## config.mk

```make
export PLATFORM = sky130hd
export DESIGN_NAME = rr_arb_32_flat
export DESIGN_NICKNAME = d
export VERILOG_FILES = /design/src/rtl/arb_pkg.sv /design/src/rtl/rr_arb_32_if.sv /design/src/rtl/rr_pick.sv /design/src/rtl/rr_arb_32.sv /design/src/flat_wrapper.sv
export SDC_FILE = /design/constraint.sdc
export NUM_CORES = 1
export LEC_CHECK = 0
export CORE_AREA = 4 4 131 133
export CTS_CLUSTER_SIZE = 20
export DETAILED_ROUTE_END_ITERATION = 16
export DIE_AREA = 0 0 135 137
export PLACE_DENSITY = 0.67
export REMOVE_ABC_BUFFERS = 1
export SETUP_SLACK_MARGIN = 0.15
export SLEW_MARGIN = 20
export SYNTH_ARGS = -nofsm -noshare
export SYNTH_HDL_FRONTEND = slang
export SYNTH_HIERARCHICAL = 1
export SYNTH_SLANG_ARGS = --single-unit
```

## constraint.sdc

```tcl
create_clock -name clk -period 5.9 [get_ports clk]
set_clock_uncertainty 0.15 [all_clocks]
set_input_delay 1.18 -clock clk [delete_from_list [all_inputs] [get_ports clk]]
set_output_delay 1.18 -clock clk [all_outputs]
set_load 0.05 [all_outputs]
```

## src/rtl/arb_pkg.sv

```systemverilog
// Shared sizing and state encoding for the 32-way round-robin arbiter.
package arb_pkg;
  localparam int ARB_N     = 32;
  localparam int ARB_IDX_W = 5;

  typedef enum logic {
    IDLE  = 1'b0,
    GRANT = 1'b1
  } arb_state_t;
endpackage

```

## src/rtl/rr_arb_32_if.sv

```systemverilog
// Request/grant bundle between the arbiter and its requesters and decoder stage.
interface rr_arb_32_if
  import arb_pkg::*;
#(
  parameter int N     = ARB_N,
  parameter int IDX_W = ARB_IDX_W
);
  logic [N-1:0]     req;
  logic             gnt_valid;
  logic             gnt_ready;
  logic [IDX_W-1:0] gnt_idx;
  logic [IDX_W-1:0] ptr_o;

  modport master (
    input  req,
    input  gnt_ready,
    output gnt_valid,
    output gnt_idx,
    output ptr_o
  );

  modport slave (
    output req,
    output gnt_ready,
    input  gnt_valid,
    input  gnt_idx,
    input  ptr_o
  );
endinterface

```

## src/rtl/rr_pick.sv

```systemverilog
// Circular first-set search: lowest-offset set bit of req at or above start, wrapping.
module rr_pick
  import arb_pkg::*;
#(
  parameter int N     = ARB_N,
  parameter int IDX_W = ARB_IDX_W
) (
  input  logic [N-1:0]     req,
  input  logic [IDX_W-1:0] start,
  output logic             found,
  output logic [IDX_W-1:0] idx
);
  int k;

  always_comb begin
    found = 1'b0;
    idx   = '0;
    k     = 0;
    for (int i = 0; i < N; i++) begin
      k = int'(start) + i;
      if (k >= N) k = k - N;
      if (!found && req[k]) begin
        found = 1'b1;
        idx   = IDX_W'(k);
      end
    end
  end
endmodule

```

## src/rtl/rr_arb_32.sv

```systemverilog
// Round-robin arbiter: registered grant index with valid/ready handshake and
// a priority pointer that advances past each accepted grant.
module rr_arb_32
  import arb_pkg::*;
#(
  parameter int N     = ARB_N,
  parameter int IDX_W = ARB_IDX_W
) (
  input logic         clk,
  input logic         rst_n,
  rr_arb_32_if.master bus
);
  arb_state_t       state;
  logic [IDX_W-1:0] gnt_idx;
  logic [IDX_W-1:0] ptr;
  logic [IDX_W-1:0] nxt_ptr;
  logic [IDX_W-1:0] start;
  logic [IDX_W-1:0] pick_idx;
  logic             pick_found;

  assign nxt_ptr = (gnt_idx == IDX_W'(N - 1)) ? '0 : gnt_idx + 1'b1;
  // Back-to-back search starts after the grant being accepted, so the served
  // requester is only picked again when nobody else is asking.
  assign start   = (state == GRANT) ? nxt_ptr : ptr;

  rr_pick #(.N(N), .IDX_W(IDX_W)) u_pick (
    .req   (bus.req),
    .start (start),
    .found (pick_found),
    .idx   (pick_idx)
  );

  always_ff @(posedge clk or negedge rst_n) begin
    if (!rst_n) begin
      state   <= IDLE;
      gnt_idx <= '0;
      ptr     <= '0;
    end else begin
      case (state)
        IDLE: begin
          if (pick_found) begin
            gnt_idx <= pick_idx;
            state   <= GRANT;
          end
        end
        GRANT: begin
          if (bus.gnt_ready) begin
            ptr <= nxt_ptr;
            if (pick_found) gnt_idx <= pick_idx;
            else            state   <= IDLE;
          end
        end
        default: state <= IDLE;
      endcase
    end
  end

  assign bus.gnt_valid = (state == GRANT);
  assign bus.gnt_idx   = gnt_idx;
  assign bus.ptr_o     = ptr;
endmodule

```

## src/flat_wrapper.sv

```systemverilog
// flat-port wrapper written by rule: the top's interface ports become plain ports
module rr_arb_32_flat import arb_pkg::*;
#(
  parameter int N     = ARB_N,
  parameter int IDX_W = ARB_IDX_W
)
  (clk, rst_n, bus_req, bus_gnt_ready, bus_gnt_valid, bus_gnt_idx, bus_ptr_o);
  rr_arb_32_if #(.N(N), .IDX_W(IDX_W)) bus_i ();
  input logic clk;
  input logic rst_n;
  input wire logic [$bits(bus_i.req)-1:0] bus_req;
  input wire logic [$bits(bus_i.gnt_ready)-1:0] bus_gnt_ready;
  output wire logic [$bits(bus_i.gnt_valid)-1:0] bus_gnt_valid;
  output wire logic [$bits(bus_i.gnt_idx)-1:0] bus_gnt_idx;
  output wire logic [$bits(bus_i.ptr_o)-1:0] bus_ptr_o;
  assign bus_i.req = bus_req;
  assign bus_i.gnt_ready = bus_gnt_ready;
  assign bus_gnt_valid = bus_i.gnt_valid;
  assign bus_gnt_idx = bus_i.gnt_idx;
  assign bus_ptr_o = bus_i.ptr_o;
  rr_arb_32 #(.N(N), .IDX_W(IDX_W)) u_core (.clk(clk), .rst_n(rst_n), .bus(bus_i));
endmodule
```

# Word level (Yosys, flattened, before mapping)
# Cells that the tools add are included.
[totals]
regBits = 11
inputBits = 35
output_inout_bits = 11
[classes]
add_sub_neg = 64
n_lt_le_gt_ge = 64
eq_ne = 2
muxes = 200
n_bitwise = 1
n_reduce_logical = 63
[op_table]
columns = ["operator", "n"]
rows = [
  ["$lt 32x7->1 const B", 32],
  ["$mux 32", 32],
  ["$sub 6x6->7 const B", 31],
  ["$ge 6x6->1 const B", 31],
  ["$mux 5", 36],
  ["$bmux 1 s5", 32],
  ["$mux 1", 98],
  ["$add 5x5->6 const B", 16],
  ["$add 5x4->6 const B", 8],
  ["$logic_and 1x1->1", 31],
  ["$logic_not 1->1", 31],
  ["$add 5x3->6 const B", 4],
  ["$add 5x2->6 const B", 2],
  ["$pmux 5 s2", 1],
  ["$sub 5x6->7 const B", 1],
  ["$add 5x1->6 const B", 1],
  ["$ge 5x6->1 const B", 1],
  ["$add 5x1->5 const B", 1],
  ["$eq 5x5->1 const B", 1],
  ["$ne 2x2->1 const B", 1],
  ["$pmux 1 s2", 1],
  ["$reduce_and 2->1", 1],
  ["$not 1->1", 1],
]

# Longest topological paths before layout
[depth]
word_depth = 105
depth_mapped = 29
depth_no_buf = 21

# Cells and area by module
# The synthesis kept the hierarchy.
[by_module_without_submodules]
columns = ["module", "n_inst", "cells_per_inst", "area_per_inst_um2"]
rows = [
  ["rr_pick", 1, 802, 6814.0],
  ["rr_arb_32", 1, 42, 578.1],
]

# Worst setup path after synthesis
# No wires, ideal clock.
[synth_timing]
kind = "reg-to-reg"
start = "register u_core.gnt_idx[0] (netlist: u_core/bus.gnt_idx[0])"
end = "register u_core.gnt_idx[3] (netlist: u_core/bus.gnt_idx[3])"
setup_time_ns = 0.125
arrival_ns = 6.346
path_slack_ns = -0.722
path_stages_with_launch = 26
path_buffers = 6
path_cell_list = "dfrtp_1 > ha_1 > and3_1 > ha_1 > nor2_1 > mux2_2 > buf_4 > inv_2 > buf_4 > buf_1 > ha_1 > buf_2 > buf_4 > buf_6 > mux4_2 > mux4_2 > mux2i_2 > nand3_1 > or3_4 > nor3_4 > nand2_1 > nor2_1 > nor2_1 > a2111oi_2 > o21ai_1 > mux2_4"
[synth_between]
elab_chain_len = 105
word_cells_on_any_way = 356
classes_between = "add/sub: 64; order compare: 32; eq/ne: 1; mux: 197; reduce/logical: 62"
[synth_lines]
columns = ["element", "line_no", "rtl"]
rows = [
  ["start, declared", "rr_arb_32.sv:14", "logic [IDX_W-1:0] gnt_idx;"],
  ["start signal, assigned", "rr_arb_32.sv:42", "gnt_idx <= pick_idx;"],
  ["start signal, assigned", "rr_arb_32.sv:49", "if (pick_found) gnt_idx <= pick_idx;"],
  ["$add 5x1->5 or $eq 5x5->1 (tied branches)", "rr_arb_32.sv:21", "assign nxt_ptr = (gnt_idx == IDX_W'(N - 1)) ? '0 : gnt_idx + 1'b1;"],
  ["$mux 5 (*)", "rr_arb_32.sv:21", ""],
  ["$mux 5 (*)", "rr_arb_32.sv:24", "assign start = (state == GRANT) ? nxt_ptr : ptr;"],
  ["via u_core.start[0]", "rr_arb_32.sv:17", "logic [IDX_W-1:0] start;"],
  ["parallel branches: the longest is 98 deep, another holds $sub 6x6->7", "--", ""],
  ["$mux 5 (*)", "rr_pick.sv:22", "if (!found && req[k]) begin"],
  ["via u_core.pick_idx[3]", "rr_arb_32.sv:18", "logic [IDX_W-1:0] pick_idx;"],
  ["$mux 5 (*)", "rr_arb_32.sv:41, rr_arb_32.sv:49", ""],
  ["$mux 5", "rr_arb_32.sv:47", "if (bus.gnt_ready) begin"],
  ["$pmux 5 s2 (*)", "rr_arb_32.sv:39", "case (state)"],
]
# Mark *: on every way through the listed nets, which the timed path passes. The select of a mux whose other input is x is not followed.
# A chain may end at the register's enable or synchronous reset.

# Worst setup path in the final report
# Same ends and word-level chain as after synthesis.

==> results.toml <==
[clock_network]
clock-root-buffer = "clkbuf_16"
cts_tree = "done"
clk_pin_slew_worst_paths_ns = 0.04
cts_hold_buf = 0
cts_buffers = 3
cts_sinks = 11
clk-insertion-delay-late_ns = 0.24
htree_levels = 1
clockBufferDepth = 2

[synthesis]
ys_async_sr_fraction_pct = 100
synth-main-ff-cell = "dfrtp_1"
synth_top_area_share_pct = 19.2
synthTopCellsByArea = "mux4_2, mux2i_1, mux2_2"
synth_edf_count = 0
ys_types = 105
ys_seq_area_share_pct = 3.72
synth_top_area_cell = "mux4_2"
ys_seq_elements = 11
synth_most_common_cell = "mux2i_1"
mappedNetlistArea_sq_um = 7390
postSynthCellCount = 844
ys_warn_count = 6
syn_avg_cell_area_sq_um = 8.76
yosys-top-cells-count = "mux2i_1, nand2_1, mux4_2"

[timing]
slew_headroom_pct = 44.5
max_freq_mhz = 176
rsz0062_at_grt = "true"
drv_slew = 0
timing.hold.ws_ns = 0.368
min_period_ns = 5.67
setup_violations = 0
worst_pin_slew_ns = 0.826
min_period_over_period_pct = 96.1
final_hold_viol_count = 0

[placed_design]
dp_hpwl_microns = 24100
port_buffers = 45
dp_cells = 1170
place_area_sq_um = 8700
gp_congestion = 1.01

[die]
die-area_sq_um = 18500
die_h_microns = 137
core_sq_um = 15800
pin_count = 46
die_w_microns = 135
fp-row-count = 46
start_util_pct = 46.7

[drt]
wire_per_inst_microns = 26.0
drc = 0
first_pass_iters = 7
routed_via_density = 6.94
vias = 8453
drtIter0Drc = 1115
postRouteAntennaNets = 0
finalWirelength_microns = 31600

[worst_setup_path]
worstPathArrival_ns = 5.64
cpMostUsedCell = "buf_4"
cp_slowest_cell = "mux4_2"
worst-path-buf-inv = 4
cp-start-kind = "flip-flop"
path_delay_family = "multiplexers"
path_class = "flip-flop to flip-flop"
crit_required_ns = 5.87
cp_max_fo = 19
slowest_delay_ns = 0.53
cp_cell_sequence = "ha_1, and3_1, ha_4, nand2b_1, o22ai_4, buf_4, buf_4, xnor2_2, mux2i_1, mux2i_1, mux4_2, nor3b_2, buf_4, and3_4, and4_1, buf_4, nand2_1, o221ai_1, a31oi_1, o2111ai_1, a2111oi_2, o21ai_1, mux2_4"
end_kind = "flip-flop"

[final_layout]
area_growth_pct = 29.4
diodes = 0
stdcell_count = 1218
layout.nets = 1052
drive_gt1_share_pct = 36.7
fillers = 1401
register_area_sq_um = 275
fin_area_sq_um = 9560
multi_input_area_sq_um = 7030

[global_routing]
met1_usage_pct = 42.0
grt_pass1_wl_microns = 46300
globalRouteTotalUtil_pct = 32.4
antenna_found_initial = 0
grt_max_degree = 70
grt_busiest_layer = "met2"
grt_pass1_vias = 7813
grt.overflow.total = 0
grt_use_met2_pct = 53.6
met3_usage_pct = 4.60

[worst_hold_path]
holdCritPathClass = "flip-flop to flip-flop"

[flow_run]
maxCapViolations = 0

[run_status]
outcome = "completed"
## cell type report
cell class / instances / share of cell area, %
inverter: 20 / 0.785
clock buffer: 4 / 0.824
tap: 216 / 2.83
sequential: 11 / 2.88
multi-input combinational: 761 / 73.5
timing repair buffer: 206 / 19.2
## registers in the layout, indices dropped and copies added (netlist names)
name / cells
u_core/bus.gnt_idx: 5
u_core/bus.ptr_o: 5
u_core/bus.gnt_valid: 1
## through the flow
stage	utilization, %	setup TNS, ns	setup slack [ns]
after floorplan	-	-11.08	-1.91
after global placement	54.9	-0.274	-0.124
after detailed placement	54.9	-0.583	-0.203
after CTS	56.5	0	0.154
after global routing	60.4	0	0.0807
final	60.4	0	0.233
## worst register-to-register path, stage by stage, from the launching register on
cell and delay, ns:
dfrtp_1 0.37, ha_1 0.22, and3_1 0.22, ha_4 0.19, nand2b_1 0.18, o22ai_4 0.24
buf_4 0.18, buf_4 0.31, xnor2_2 0.24, mux2i_1 0.40, mux2i_1 0.14, mux4_2 0.53
nor3b_2 0.21, buf_4 0.16, and3_4 0.17, and4_1 0.21, buf_4 0.16, nand2_1 0.06
o221ai_1 0.12, a31oi_1 0.18, o2111ai_1 0.14, a2111oi_2 0.38, o21ai_1 0.12, mux2_4 0.27
## cells in the final DEF, fill, tap and decap left out, types with 12 or more instances in the layout
| cell type | n |
|---|---|
| inv_1 | 16 |
| a31oi_1 | 12 |
| mux4_2 | 63 |
| nor3_1 | 14 |
| nor2_1 | 52 |
| o21ai_0 | 38 |
| mux2_2 | 37 |
| nand3_1 | 41 |
| clkdlybuf4s50_1 | 45 |
| mux2i_1 | 79 |
| buf_4 | 143 |
| nand2_1 | 82 |
| xnor2_1 | 15 |
| a21oi_1 | 42 |
## kinds of logic (layout without fill, tap and decap cells)
group	after synthesis	in the layout	synth area share [%]
multiplexers	209	209	41.8
adder cells (fa/ha/maj)	14	14	2.37
buffers and inverters	72	230	5.76
AND/OR/NAND/NOR	297	297	22.0
AO/OA/AOI/OAI	208	208	19.7
XOR/XNOR	33	33	4.62
flip-flops	11	11	3.72
## layer usage
metal  up-vias  wire length, microns
met5         -                     0
met3       148                  3150
met1      4040                 12000
met2       601                 14200
li1       3664                     -
met4         0                  2300
## path summary, 6_finish.rpt
kind / from / slack [ns] / depth (start not counted) / end
max: u_core/bus.gnt_idx[0] / 0.23 / 23 / u_core/bus.gnt_idx[3]
min: u_core/bus.ptr_o[3] / 0.37 / 2 / u_core/bus.ptr_o[3]
max reg2reg: u_core/bus.gnt_idx[0] / 0.23 / 23 / u_core/bus.gnt_idx[3]
min reg2reg: u_core/bus.ptr_o[3] / 0.37 / 2 / u_core/bus.ptr_o[3]
max in group asynchronous: rst_n / 4.14 / 1 / u_core/bus.gnt_valid
min in group asynchronous: rst_n / 1.13 / 1 / u_core/bus.ptr_o[3]
## timing repair
action,CTS,global route
endpoints found under the setup margin,5,5
resized for setup,15,60
pin swaps,6,16
cloned,1,4
setup buffers,12,27
Power is not shown: default switching activity piles up to over one toggle a cycle in this logic, so the estimate is an artifact.
